File: src/rtl/alu_issue_ctrl.sv
// Fetch/decode/execute/writeback sequencer that feeds the ALU and writes results back to the register file and PC.
// Four cycles per instruction minimum; instrReady is high only in FETCH, so a stalled instrValid simply holds FETCH.
module alu_issue_ctrl #(
  parameter int               DBITS    = 32,
  parameter logic [DBITS-1:0] RESET_PC = 32'h0000_0040
) (
  input  logic             clk,
  input  logic             reset,
  input  logic             instrValid,
  output logic             instrReady,
  input  logic [31:0]      instr,
  output logic [DBITS-1:0] pc,
  output logic [3:0]       rs1Idx,
  output logic [3:0]       rs2Idx,
  input  logic [DBITS-1:0] rs1Data,
  input  logic [DBITS-1:0] rs2Data,
  output logic [4:0]       aluFunc,
  output logic [DBITS-1:0] aluIn1,
  output logic [DBITS-1:0] aluIn2,
  input  logic [DBITS-1:0] aluOut,
  input  logic             aluCompTrue,
  output logic             regWrEn,
  output logic [3:0]       regWrIdx,
  output logic [DBITS-1:0] regWrData,
  output logic             illegal
);

  typedef enum logic [1:0] {FETCH, DECODE, EXEC, WB} state_t;

  state_t           state_q, state_d;
  logic [31:0]      ir_q;
  logic [DBITS-1:0] pc_q, pc_d;
  logic [4:0]       func_q, func_d;
  logic [DBITS-1:0] in1_q, in2_q, in2_d;
  logic [DBITS-1:0] res_q;
  logic             comp_q;

  logic [3:0]       op, rd;
  logic [DBITS-1:0] simm, pc_plus4;
  logic             writes_rd;

  assign op       = ir_q[31:28];
  assign rd       = ir_q[27:24];
  assign simm     = {{(DBITS-16){ir_q[15]}}, ir_q[15:0]};
  assign pc_plus4 = pc_q + DBITS'(4);
  assign writes_rd = (op == 4'h0) || (op == 4'h1) || (op == 4'h3);

  always_ff @(posedge clk or posedge reset) begin
    if (reset) state_q <= FETCH;
    else       state_q <= state_d;
  end

  always_comb begin
    state_d = state_q;
    unique case (state_q)
      FETCH:  if (instrValid) state_d = DECODE;
      DECODE: state_d = EXEC;
      EXEC:   state_d = WB;
      WB:     state_d = FETCH;
      default: state_d = FETCH;
    endcase
  end

  always_comb begin
    func_d = 5'd0;
    in2_d  = simm;
    unique case (op)
      4'h0: begin func_d = ir_q[4:0];       in2_d = rs2Data; end
      4'h2: begin func_d = {1'b1, rd};      in2_d = rs2Data; end
      default: ;
    endcase
  end

  // JAL targets are word aligned regardless of the low bits of the sum
  always_comb begin
    pc_d = pc_plus4;
    if (op == 4'h2 && comp_q) pc_d = pc_plus4 + (simm << 2);
    else if (op == 4'h3)      pc_d = res_q & ~DBITS'(3);
  end

  always_ff @(posedge clk or posedge reset) begin
    if (reset) begin
      ir_q   <= '0;
      pc_q   <= RESET_PC;
      func_q <= '0;
      in1_q  <= '0;
      in2_q  <= '0;
      res_q  <= '0;
      comp_q <= 1'b0;
    end else begin
      if (state_q == FETCH && instrValid) ir_q <= instr;
      if (state_q == DECODE) begin
        func_q <= func_d;
        in1_q  <= rs1Data;
        in2_q  <= in2_d;
      end
      if (state_q == EXEC) begin
        res_q  <= aluOut;
        comp_q <= aluCompTrue;
      end
      if (state_q == WB) pc_q <= pc_d;
    end
  end

  always_comb begin
    pc         = pc_q;
    instrReady = 1'b0;
    rs1Idx     = 4'd0;
    rs2Idx     = 4'd0;
    aluFunc    = 5'd0;
    aluIn1     = '0;
    aluIn2     = '0;
    regWrEn    = 1'b0;
    regWrIdx   = 4'd0;
    regWrData  = '0;
    illegal    = 1'b0;
    if (state_q == FETCH) begin
      instrReady = 1'b1;
    end else begin
      rs1Idx = ir_q[23:20];
      rs2Idx = ir_q[19:16];
      if (state_q == EXEC) begin
        aluFunc = func_q;
        aluIn1  = in1_q;
        aluIn2  = in2_q;
      end
      if (state_q == WB) begin
        regWrEn   = writes_rd;
        regWrIdx  = writes_rd ? rd : 4'd0;
        regWrData = !writes_rd ? '0 : (op == 4'h3) ? pc_plus4 : res_q;
        illegal   = (op > 4'h3);
      end
    end
  end

endmodule

File: config.mk
export PLATFORM = sky130hd
export DESIGN_NAME = alu_issue_ctrl
export DESIGN_NICKNAME = d
export VERILOG_FILES = /design/src/rtl/alu_issue_ctrl.sv
export SDC_FILE = /design/constraint.sdc
export NUM_CORES = 1
export LEC_CHECK = 0
export CAP_MARGIN = 5
export CORE_MARGIN = 2
export CORE_UTILIZATION = 26
export DETAILED_ROUTE_END_ITERATION = 10
export GPL_TIMING_DRIVEN = 0
export SYNTH_ARGS = -nofsm -noshare
export SYNTH_HDL_FRONTEND = slang
export SYNTH_SLANG_ARGS = --single-unit
File: constraint.sdc
create_clock -name clk -period 6.8 [get_ports clk]
set_input_delay 1.02 -clock clk [delete_from_list [all_inputs] [get_ports clk]]
set_output_delay 1.02 -clock clk [all_outputs]
set_load 0.01 [all_outputs]
# ---- Word level (Yosys, flattened, before mapping)
# Index checks and enable logic that the tools add are counted.
dict set report classes {
  shifts 0
  bitwise 0
  n_addsub 2
  reduce_logical 7
  mux 26
  n_eq_ne 7
  n_div 0
  n_mul 0
  magnitude_cmp 1
}
# op count
set op_table {}
lappend op_table {{two-way mux 32 bit} 11}
lappend op_table {{adder 32 x 3 -> 32 bit (second input constant)} 1}
lappend op_table {{adder 32 bit} 1}
lappend op_table {{two-way mux 4 bit} 5}
lappend op_table {{two-way mux 5 bit} 2}
lappend op_table {{case mux 5 bit (2 select lines)} 1}
lappend op_table {{equality test 4 x 2 -> 1 bit (second input constant)} 2}
lappend op_table {{case mux 2 bit (4 select lines)} 1}
lappend op_table {{two-way mux 1 bit} 5}
lappend op_table {{equality test 2 bit (second input constant)} 2}
lappend op_table {{equality test 4 x 1 -> 1 bit (second input constant)} 1}
lappend op_table {{greater-than comparator 4 x 2 -> 1 bit (second input constant)} 1}
lappend op_table {{logical NOT 4 bit} 1}
lappend op_table {{equality test 2 x 1 -> 1 bit (second input constant)} 1}
lappend op_table {{logical AND 1 bit} 2}
lappend op_table {{logical NOT 2 bit} 1}
lappend op_table {{logical OR 1 bit} 2}
lappend op_table {{two-way mux 2 bit} 1}
lappend op_table {{inequality test 2 bit (second input constant)} 1}
lappend op_table {{OR reduction 2 bit} 1}
dict set report word_totals {
  out_inout_bits 148
  ff_bits 168
  input_bits 132
  latch_bits 0
  mem_bits_rw 0
  romBits 0
  mem_count 0
}

# ---- Longest topological paths before layout
# Gate-level depths: netlist of the first run.
dict set report logic_depth {
  depth_word 6
  mapped_depth 17
  ltp_nobuf 16
}

# ---- Worst setup path before layout of the first run
# No wires, ideal clock.
dict set report synth_path {
  kind {reg2reg}
  startpoint {register pc_q[6], in the netlist pc[6]}
  endpoint {register pc_q[31], in the netlist pc[31]}
  setup_ps 131
  setup_slack_ps 3236
  synth_period_minus_slack_ps 3564
  path_stages_with_launch 17
  path_buffers 1
  t_arrival_ps 3433
  cell_sequence {dfstp_2 nand4_1 nor3_1 and3_1 xnor2_1 inv_1 ha_1 clkbuf_1 a21oi_1 o21ai_1 o21ai_0 a21oi_1 a211o_1 a31o_4 a21boi_4 nor3_1 or3_1}
}
dict set report synth_between {
  elab_chain_len 3
}
# element line_no
set synth_lines {}
lappend synth_lines {{start: declaration} 32} ;# logic [DBITS-1:0] pc_q, pc_d;
lappend synth_lines {{start signal: assignment} 101} ;# if (state_q == WB) pc_q <= pc_d;
lappend synth_lines {{adder 32 x 3 -> 32 bit (*)} 45} ;# assign pc_plus4 = pc_q + DBITS'(4);
lappend synth_lines {{adder 32 bit / two-way mux 32 bit (equally long branches)} {77, 78}}
lappend synth_lines {{two-way mux 32 bit (*)} 77} ;# if (op == 4'h2 && comp_q) pc_d = pc_plus4 + (simm << 2);
# Every way passes the cells marked *; elsewhere a longest branch is shown, timed or not.
# A chain may end at the register's enable or synchronous reset.

# ---- Worst setup path in the final report of the first run
dict set report layout_path {
  startpoint {register pc_q[2], in the netlist pc[2]}
  endpoint {output regWrData[30]}
}
dict set report layout_between {
  elab_chain_len 5
}
# element line_no
set layout_lines {}
lappend layout_lines {{adder 32 x 3 -> 32 bit} 45}
lappend layout_lines {{two-way mux 32 bit (2 in series)} 130} ;# regWrData = !writes_rd ? '0 : (op == 4'h3) ? pc_plus4 : res_q;
lappend layout_lines {{two-way mux 32 bit} 127} ;# if (state_q == WB) begin
lappend layout_lines {{two-way mux 32 bit} 117} ;# if (state_q == FETCH) begin
lappend layout_lines {{end: declaration} 24} ;# output logic [DBITS-1:0] regWrData,
# Every way passes these cells.

==> reports/metrics.cfg, run 1 <==
[status]
status=finished, final reports clean

[timing]
skew_ns=0.0103
finalMaxSlewViolations=0
setup_tns_ns=0
max_slew_margin_pct=38.4
rsz0062_at_grt=no
worstMarginPinSlew_ns=0.924
max_freq_mhz=201
finalHoldViolCount=0
setup_viol=0
fin_crit_sh_pct=73.2
fin_crit_ns=4.98

[place]
finalWeightedCongestion=0.890
place_hpwl_um=29900
portBuffers=277

[clock_network]
cts_tree=done
cts_buffers=17
ctsResizeCount=0
htree_levels=4
postCtsSetupRepairBufs=0
path_clk_slew_ns=0.07
ctsLongestPathBuffers=2
insertion_delay_ns=0.44
hold_buffers=0
root_buffer=clkbuf_16
cts.sinks=166

[power_and_ir_drop]
intPower_mw=3.95
comb_power_share_pct=59.7
irDropWorstVdd_mv=0.199
p_seq_share_pct=26.8
power_density_nw_per_um2=502
clock_power_share_pct=13.4
leakagePower_nw=5.74
switchingPower_mw=3.25
switching_share_pct=45.2

[finish]
drive_gt1_share_pct=10.6
finish.utilization_pct=36.9
layout.nets=1587
areaGrowthSynthToFinish_pct=39.1

[worst_setup_path]
cp-start-kind=flop
worstPathMaxFanout=10
end_kind=primary output
cp.required_ns=5.78
reg2reg_slack_ns=2.12
r2r-start=pc[2]$_DFFE_PP0N_
path_class=flop to primary output
crit_start=pc[2]$_DFFE_PP0N_
critPathArrivalTime_ns=3.96

[floorplan]
core_um2=38900
die_w_um=203
dieHeight_um=203
rows=72
die_area_um2=41300
io_pins=280
start_util_pct=26.5

[worst_hold_path]
hold_path_startpoint=in1_q[9]$_DFFE_PP0N_
min_path_type=flop to flop

[yosys]
synth_common_cells=165 x dfrtp_1, 136 x nor2_1, 116 x a21oi_1
yosysSeqAreaShare_pct=40.3
synth.distinct_cells=60
ys_seq_elements=166
netlist_area_um2=10300
post-synth-top-count-cell=dfrtp_1
synth_edf_count=0
synthFlopType=dfrtp_1
avgSynthCellArea_um2=9.25
async_reset_ff_share_pct=100
ys.warnings.count=0
yosys.area.top_type=dfrtp_1
synth.top_cell.area_share_pct=40.0
synth.area.top_cells=dfrtp_1 40%, mux2_2 11%, a21oi_1 5.6%, ha_1 5.0%, nor2_1 4.9%
synth_cells=1115

[routing]
drc_errors=0
initialDrtViolationCount=530
wirelength_um=38400
postRouteAntennaNets=0
wl_per_cell_um=19.7
via_per_inst=4.87
dr.pass1.iters=5
vias=9471

[grt]
antenna_found_initial=3
grt_usage_pct=18.5
gr-total-overflow=0
grt_pass1_vias=9531
grt_pass1_wl_um=58000
grt_start_max_net_pins=92

[job]
cap_violations=0

power by group through the flow:
stage	Combinational, mW	Sequential [mW]	Clock [mW]
after global placement	4.25	1.93	0
after global routing	4.72	2.00	1.04
after floorplan	2.82	1.78	0
final	4.30	1.93	0.967
after CTS	4.32	1.93	0.999
after detailed placement	4.29	1.95	0
final cells by class:
type / instances / area, um2
plain buffers: 72 / 284
clock buffers: 19 / 453
multi-input cells: 842 / 5740
clock inverters: 12 / 115
flip-flops and latches: 166 / 4160
fillers: 3987 / 24600
well taps: 518 / 648
diodes: 3 / 7.51
repair buffers: 278 / 2800
inverters: 36 / 143
logic make-up (layout without fill, tap and decap cells):
logic type / Yosys count / after routing / synth area share [%]
simple gates: 373 / 373 / 17.7
compound gates: 252 / 252 / 15.2
flops: 166 / 166 / 40.3
mux: 121 / 121 / 13.0
buf+inv: 108 / 417 / 4.06
xor+xnor: 52 / 52 / 4.49
fa+ha+maj: 42 / 42 / 5.17
other cells: 1 / 5 / 0.0364
per-layer routing:
| layer | part of all wire, % | vias up | wire length [um] | track usage [%] |
|---|---|---|---|---|
| met3 | 6.1 | 40 | 2340 | 3.79 |
| li1 | - | 4527 | - | - |
| met2 | 47 | 367 | 18000 | 30.6 |
| met4 | 1.8 | 0 | 707 | 5.40 |
| met5 | 0 | - | 0 | 0 |
| met1 | 45 | 4537 | 17400 | 24.4 |
per-stage QoR:
| step | cells | worst slack, ns | cell area [um2] | hold WS [ns] | power (mW) |
|---|---|---|---|---|---|
| 2_1_floorplan | 1116 | 1.29 | 10300 | 0.471 | 4.60 |
| 3_3_place_gp | 1911 | -1.64 | 13700 | 0.480 | 6.18 |
| 3_5_place_dp | 1912 | 2.26 | 13800 | 0.485 | 6.24 |
| 4_1_cts | 1943 | 1.89 | 14300 | 0.502 | 7.26 |
| 5_1_grt | 1946 | 1.73 | 14300 | 0.509 | 7.77 |
| 6_report | 1946 | 1.82 | 14300 | 0.500 | 7.20 |
flip-flops by register name, indices dropped and copies added, names as in the netlist:
| signal | flops |
|---|---|
| in2_q | 32 |
| pc | 30 |
| func_q | 5 |
| res_q | 32 |
| in1_q | 32 |
| state_q | 2 |
| comp_q | 1 |
| ir_q | 32 |
worst max-delay path: stages (launching register included):
cell and delay (ns):
dfrtp_1 0.59, ha_1 0.25, nand3_1 0.18, nor3_1 0.71, nand3_1 0.36, nor2_1 0.35, mux2_2 0.24, nand2_1 0.05
a21oi_1 0.21, clkdlybuf4s50_1 0.57
cells in the final DEF, fill, tap and decap left out, types with 5 or more instances in the layout:
master / instances
a211oi_1: 38
a21o_1: 12
a21oi_1: 116
and2_1: 77
and3_1: 16
buf_1: 12
clkbuf_1: 55
clkbuf_16: 17
clkdlybuf4s50_1: 277
dfrtp_1: 165
ha_1: 41
inv_1: 35
mux2_2: 104
mux2i_1: 17
nand2_1: 48
nand3_1: 32
nand4_1: 15
nor2_1: 136
nor2b_1: 14
nor3_1: 21
o211ai_1: 7
o21a_1: 5
o21ai_0: 32
o21bai_1: 5
xnor2_1: 32
xor2_1: 19
final timing paths:
check	to	cells after the start
min in group asynchronous	in2_q[21]$_DFFE_PP0N_	2
min	in1_q[9]$_DFFE_PP0N_	1
max in group asynchronous	ir_q[3]$_DFFE_PP0P_	3
min reg2reg	in1_q[9]$_DFFE_PP0N_	1
max reg2reg	pc[23]$_DFFE_PP0N_	14
max	regWrData[30]	9
Power figures use the tool's default switching activity.
==> run 2: changes to the inputs <==
- clock period: 6.8 -> 4.8 ns (I/O delays scaled with it)
==> reports/metrics.cfg, run 2 (synthesized netlist as in run 1, its figures left out) <==
[status]
status=finished, final reports clean

[finish]
nFillCells=3973
final_cell_mix=277 x clkdlybuf4s50_1, 165 x dfrtp_1, 136 x nor2_1
layout.nets=1590
multi_input_area_um2=5750
finish.utilization_pct=37.1
layout_commonest_cell=clkdlybuf4s50_1
areaGrowthSynthToFinish_pct=39.9
n_antenna_cell=0
design_area_um2=14400
drive_gt1_share_pct=11.0
seq_area_um2=4160

[worst_setup_path]
critPathArrivalTime_ns=3.81
r2r-start=pc[6]$_DFFE_PP1N_
path_class=flop to primary output
worstPathMaxFanout=10
cp-start-kind=flop
crit_start=state_q[0]$_DFFE_PP0P_
cp.required_ns=4.08
end_kind=primary output

[grt]
antenna_found_initial=0
gr-usage-met3_pct=4.06
grt_pass1_wl_um=57800
gr-total-overflow=0
grt_pass1_vias=9366
grt_usage_pct=18.4
grt_start_max_net_pins=39
gr-usage-met2_pct=29.5
use_met1_pct=24.9
busiest_layer=met2

[floorplan]
dieHeight_um=203
die_w_um=203
start_util_pct=26.5
rows=72
core_um2=38900
die_area_um2=41300
io_pins=280

[worst_hold_path]
hold_path_startpoint=in1_q[27]$_DFFE_PP0N_
min_path_type=flop to flop

[clock_network]
htree_levels=4
postCtsSetupRepairBufs=0
cts_tree=done
path_clk_slew_ns=0.07
cts.sinks=166
insertion_delay_ns=0.45
ctsLongestPathBuffers=2
root_buffer=clkbuf_16
cts_buffers=17

[timing]
max_slew_margin_pct=38.8
max_freq_mhz=221
fin_crit_sh_pct=94.3
rsz0062_at_grt=no
finalMaxSlewViolations=0
setup_viol=0
finalHoldViolCount=0
setup_tns_ns=0
fin_crit_ns=4.53
worstMarginPinSlew_ns=0.918
skew_ns=0.0146

[routing]
wirelength_um=38200
via_per_inst=4.88
vias=9509
postRouteAntennaNets=0
wl_per_cell_um=19.6
dr.pass1.iters=5
drc_errors=0
initialDrtViolationCount=601

[place]
finalWeightedCongestion=0.920
place_hpwl_um=30300
portBuffers=277
placed_cell_area_um2=13800

[power_and_ir_drop]
intPower_mw=5.64
irDropWorstVdd_mv=0.317
total_power_mw=10.2
leakagePower_nw=5.77
power_density_nw_per_um2=710
comb_power_share_pct=59.5
switchingPower_mw=4.60
clock_power_share_pct=13.9
p_seq_share_pct=26.7
switching_share_pct=44.9

[job]
cap_violations=0

## run 2: changes by cell type in the layout (fill, tap and decap cells not counted), sizes merged
cell	previous run	this run
inv	41	44
buf	18	21
clkinv	6	2
bufinv	0	1
clkinvlp	1	3
diode	3	0
clkbuf	74	73
## run 2: stage by stage
stage	hold WS [ns]	worst slack, ns	cells
2_1_floorplan	0.471	1.24	1116
3_5_place_dp	0.485	0.205	1915
6_report	0.498	0.274	1947
4_1_cts	0.502	0.138	1947
5_1_grt	0.512	0.0566	1947
3_3_place_gp	0.480	0.162	1911
## run 2: power groups by stage
stage | sequential, mW | combinational (mW) | clock (mW)
3_3_place_gp | 2.74 | 6.00 | 0
4_1_cts | 2.73 | 6.10 | 1.46
6_report | 2.73 | 6.09 | 1.42
5_1_grt | 2.84 | 6.71 | 1.52
2_1_floorplan | 2.53 | 4.00 | 0
3_5_place_dp | 2.76 | 6.06 | 0
## run 2: layout make-up
type                            count  share of cell area [%]
Multi-Input combinational cell    842                    39.9
Inverter                           36                   0.963
Sequential cell                   166                    28.8
Buffer                             72                    1.97
Clock inverter                     14                    1.06
Tap cell                          518                    4.49
Timing Repair Buffer              281                    19.8
Clock buffer                       18                    3.04
## run 2: worst paths after layout
kind	slack [ns]	to	cells past startpoint
worst min register to register	0.50	in1_q[27]$_DFFE_PP0N_	1
min in group asynchronous	0.78	ir_q[19]$_DFFE_PP0P_	2
worst max-delay path	0.27	regWrData[4]	6
worst min-delay path	0.50	in1_q[27]$_DFFE_PP0N_	1
worst max register to register	0.32	pc[29]$_DFFE_PP0N_	16
max in group asynchronous	3.05	pc[6]$_DFFE_PP1N_	4
## run 2: worst max-delay path: stages (launching register included)
cell and delay, ns:
dfrtp_1 0.41, ha_1 0.34, clkbuf_1 0.52, nand4_1 0.50, clkbuf_1 0.47, a211oi_1 0.47, clkdlybuf4s50_1 0.63
## run 2: metal layers
layer	wire, um	vias to the layer above	share of wire (%)
met5	0	-	0
met4	761	0	2.0
met3	2440	39	6.4
met2	17400	375	46
met1	17600	4558	46
li1	-	4537	-
## run 2: timing repair
action,4_1_cts,5_1_grt
hold buffers,0,0
resized for setup,0,2
setup endpoints to repair,0,6
==> run 3: changes to the inputs <==
- ABC_AREA: not set -> 1
- CORE_MARGIN: 2 -> not set
==> reports/metrics.cfg, run 3 <==
[yosys]
netlist_area_um2=10800
yosys.area.top_type=dfrtp_1
ys_seq_elements=166
synthFlopType=dfrtp_1
synth_common_cells=376 x nand2_1, 240 x inv_1, 197 x nor2_1
synth.top_cell.area_share_pct=38.2
ys.warnings.count=0
yosysSeqAreaShare_pct=38.4
avgSynthCellArea_um2=6.90
synth.distinct_cells=40
async_reset_ff_share_pct=100
synth.area.top_cells=dfrtp_1 38%, nand2_1 13%, inv_1 8.3%, o21ai_0 7.8%, nor2_1 6.8%
synth_cells=1567
synth_edf_count=0
post-synth-top-count-cell=nand2_1

[routing]
wirelength_um=44200
initialDrtViolationCount=932
vias=11603
postRouteAntennaNets=0
via_per_inst=4.81
dr.pass1.iters=6
drc_errors=0
wl_per_cell_um=18.3

[finish]
final_cell_mix=376 x nand2_1, 277 x clkdlybuf4s50_1, 239 x inv_1
layout_commonest_cell=nand2_1
layout.nets=2042
finish.utilization_pct=36.5
fin_cells=2413
drive_gt1_share_pct=4.68
n_antenna_cell=0
areaGrowthSynthToFinish_pct=38.0

[clock_network]
ctsLongestPathBuffers=2
cts_tree=done
cts.sinks=166
ctsResizeCount=0
root_buffer=clkbuf_16
cts_buffers=17
htree_levels=4
hold_buffers=0
path_clk_slew_ns=0.07
insertion_delay_ns=0.46
postCtsSetupRepairBufs=0

[worst_setup_path]
critPathMaxStageDelay_ns=0.62
crit_top_cell=clkbuf_1
cp-start-kind=flop
crit_slowest_cell=clkdlybuf4s50_1
end_kind=primary output
worstPathMaxFanout=10
path_class=flop to primary output
cp.required_ns=4.08
critPathArrivalTime_ns=3.63
path_cells=inv_1, ha_1, clkbuf_1, nand2_1, clkbuf_1, nor2_1, clkdlybuf4s50_1

[power_and_ir_drop]
switchingPower_mw=5.39
p_seq_share_pct=24.5
comb_power_share_pct=62.2
switching_share_pct=50.4
intPower_mw=5.32
clock_power_share_pct=13.3
power_density_nw_per_um2=717
leakagePower_nw=6.93
total_power_mw=10.7
irDropWorstVdd_mv=0.262

[floorplan]
rows=74
start_util_pct=26.4
core_um2=40900
io_pins=280
dieHeight_um=206
die_area_um2=42400
die_w_um=206

[grt]
grt_pass1_wl_um=66200
gr-total-overflow=0
grt_pass1_vias=11359
grt_usage_pct=21.0
antenna_found_initial=0
grt_start_max_net_pins=42

[place]
place_hpwl_um=36300
finalWeightedCongestion=0.969
portBuffers=277
placed_cells=2381

[timing]
fin_crit_sh_pct=90.6
rsz0062_at_grt=no
finalMaxSlewViolations=0
worstMarginPinSlew_ns=1.02
setup_tns_ns=0
max_slew_margin_pct=32.0
setup_viol=0
finalHoldViolCount=0
max_freq_mhz=230
fin_crit_ns=4.35
skew_ns=0.0150

[job]
cap_violations=0

[status]
status=finished, final reports clean

[worst_hold_path]
min_path_type=flop to flop

==> run 3: changes by cell type after synthesis, moves of 16 or more <==
cell      previous run  this run
nand2_1             48       376
nand3_1             32        60
xnor2_1             32         5
mux2_2             104        19
a22oi_1              1        17
mux2i_1             17         0
a211oi_1            38         1
and3_1              16         0
o21ai_0             32       168
nor2_1             136       197
and2_1              77         3
inv_1               36       240
==> run 3: cell families (layout without fill, tap and decap cells) <==
family / count (synthesis) / after routing / share of synthesized area (%)
and+or+nand+nor: 672 / 672 / 25.1
AOI/OAI and AO/OA: 336 / 336 / 16.7
buffers and inverters: 308 / 621 / 11.0
DFF: 166 / 166 / 38.4
adders and majority gates: 42 / 42 / 4.93
xor gates and xnor gates: 23 / 23 / 1.86
muxes: 19 / 19 / 1.98
other: 1 / 2 / 0.0347
==> run 3: final timing paths <==
kind	startpoint	end	slack (ns)	cells past startpoint
min	ir_q[31]$_DFFE_PP0P_	ir_q[31]$_DFFE_PP0P_	0.51	2
min in group asynchronous	reset	ir_q[12]$_DFFE_PP0P_	0.66	2
max	state_q[0]$_DFFE_PP0P_	aluIn2[3]	0.45	7
max reg2reg	pc[2]$_DFFE_PP0N_	pc[28]$_DFFE_PP0N_	1.13	17
max in group asynchronous	reset	res_q[26]$_DFFE_PP0P_	3.24	4
min reg2reg	ir_q[31]$_DFFE_PP0P_	ir_q[31]$_DFFE_PP0P_	0.51	2
==> run 3: stage by stage <==
step	cell area, um2	setup slack (ns)	hold slack (ns)
final	14900	0.450	0.506
after global routing	14900	0.202	0.542
after CTS	14900	0.311	0.514
after detailed placement	14300	0.821	0.494
after global placement	14300	0.341	0.483
after floorplan	10800	1.97	0.469
==> run 3: area by class of cell <==
type / count / area, um2
Buffer: 67 / 289
Clock buffer: 20 / 457
Clock inverter: 12 / 131
Fill cell: 4374 / 26000
Inverter: 241 / 908
Multi-Input combinational cell: 1094 / 5470
Sequential cell: 166 / 4160
Tap cell: 532 / 666
Timing Repair Buffer: 281 / 2850
==> run 3: power by group through the flow <==
stage                     clock network (mW)  logic [mW]  registers, mW
after floorplan                            0        4.11           2.45
after global placement                     0        6.56           2.63
after detailed placement                   0        6.62           2.64
after CTS                               1.45        6.67           2.62
after global routing                    1.50        7.43           2.69
final                                   1.43        6.66           2.62
==> run 3: per-layer routing <==
layer,global-route usage [%],up-vias,part of all wire [%]
met4,7.09,0,2.7
met2,35.7,485,48
met5,0,-,0
met1,25.7,5463,42
li1,-,5593,-
met3,5.08,62,7.3
==> run 3: worst max-delay path: cells and delay by family, from the launching register on <==
| family | cells | cell delay (ns) |
|---|---|---|
| buffers and inverters | 4 | 1.69 |
| AND/OR/NAND/NOR | 2 | 0.80 |
| flip-flops | 1 | 0.40 |
| adder cells (fa/ha/maj) | 1 | 0.27 |
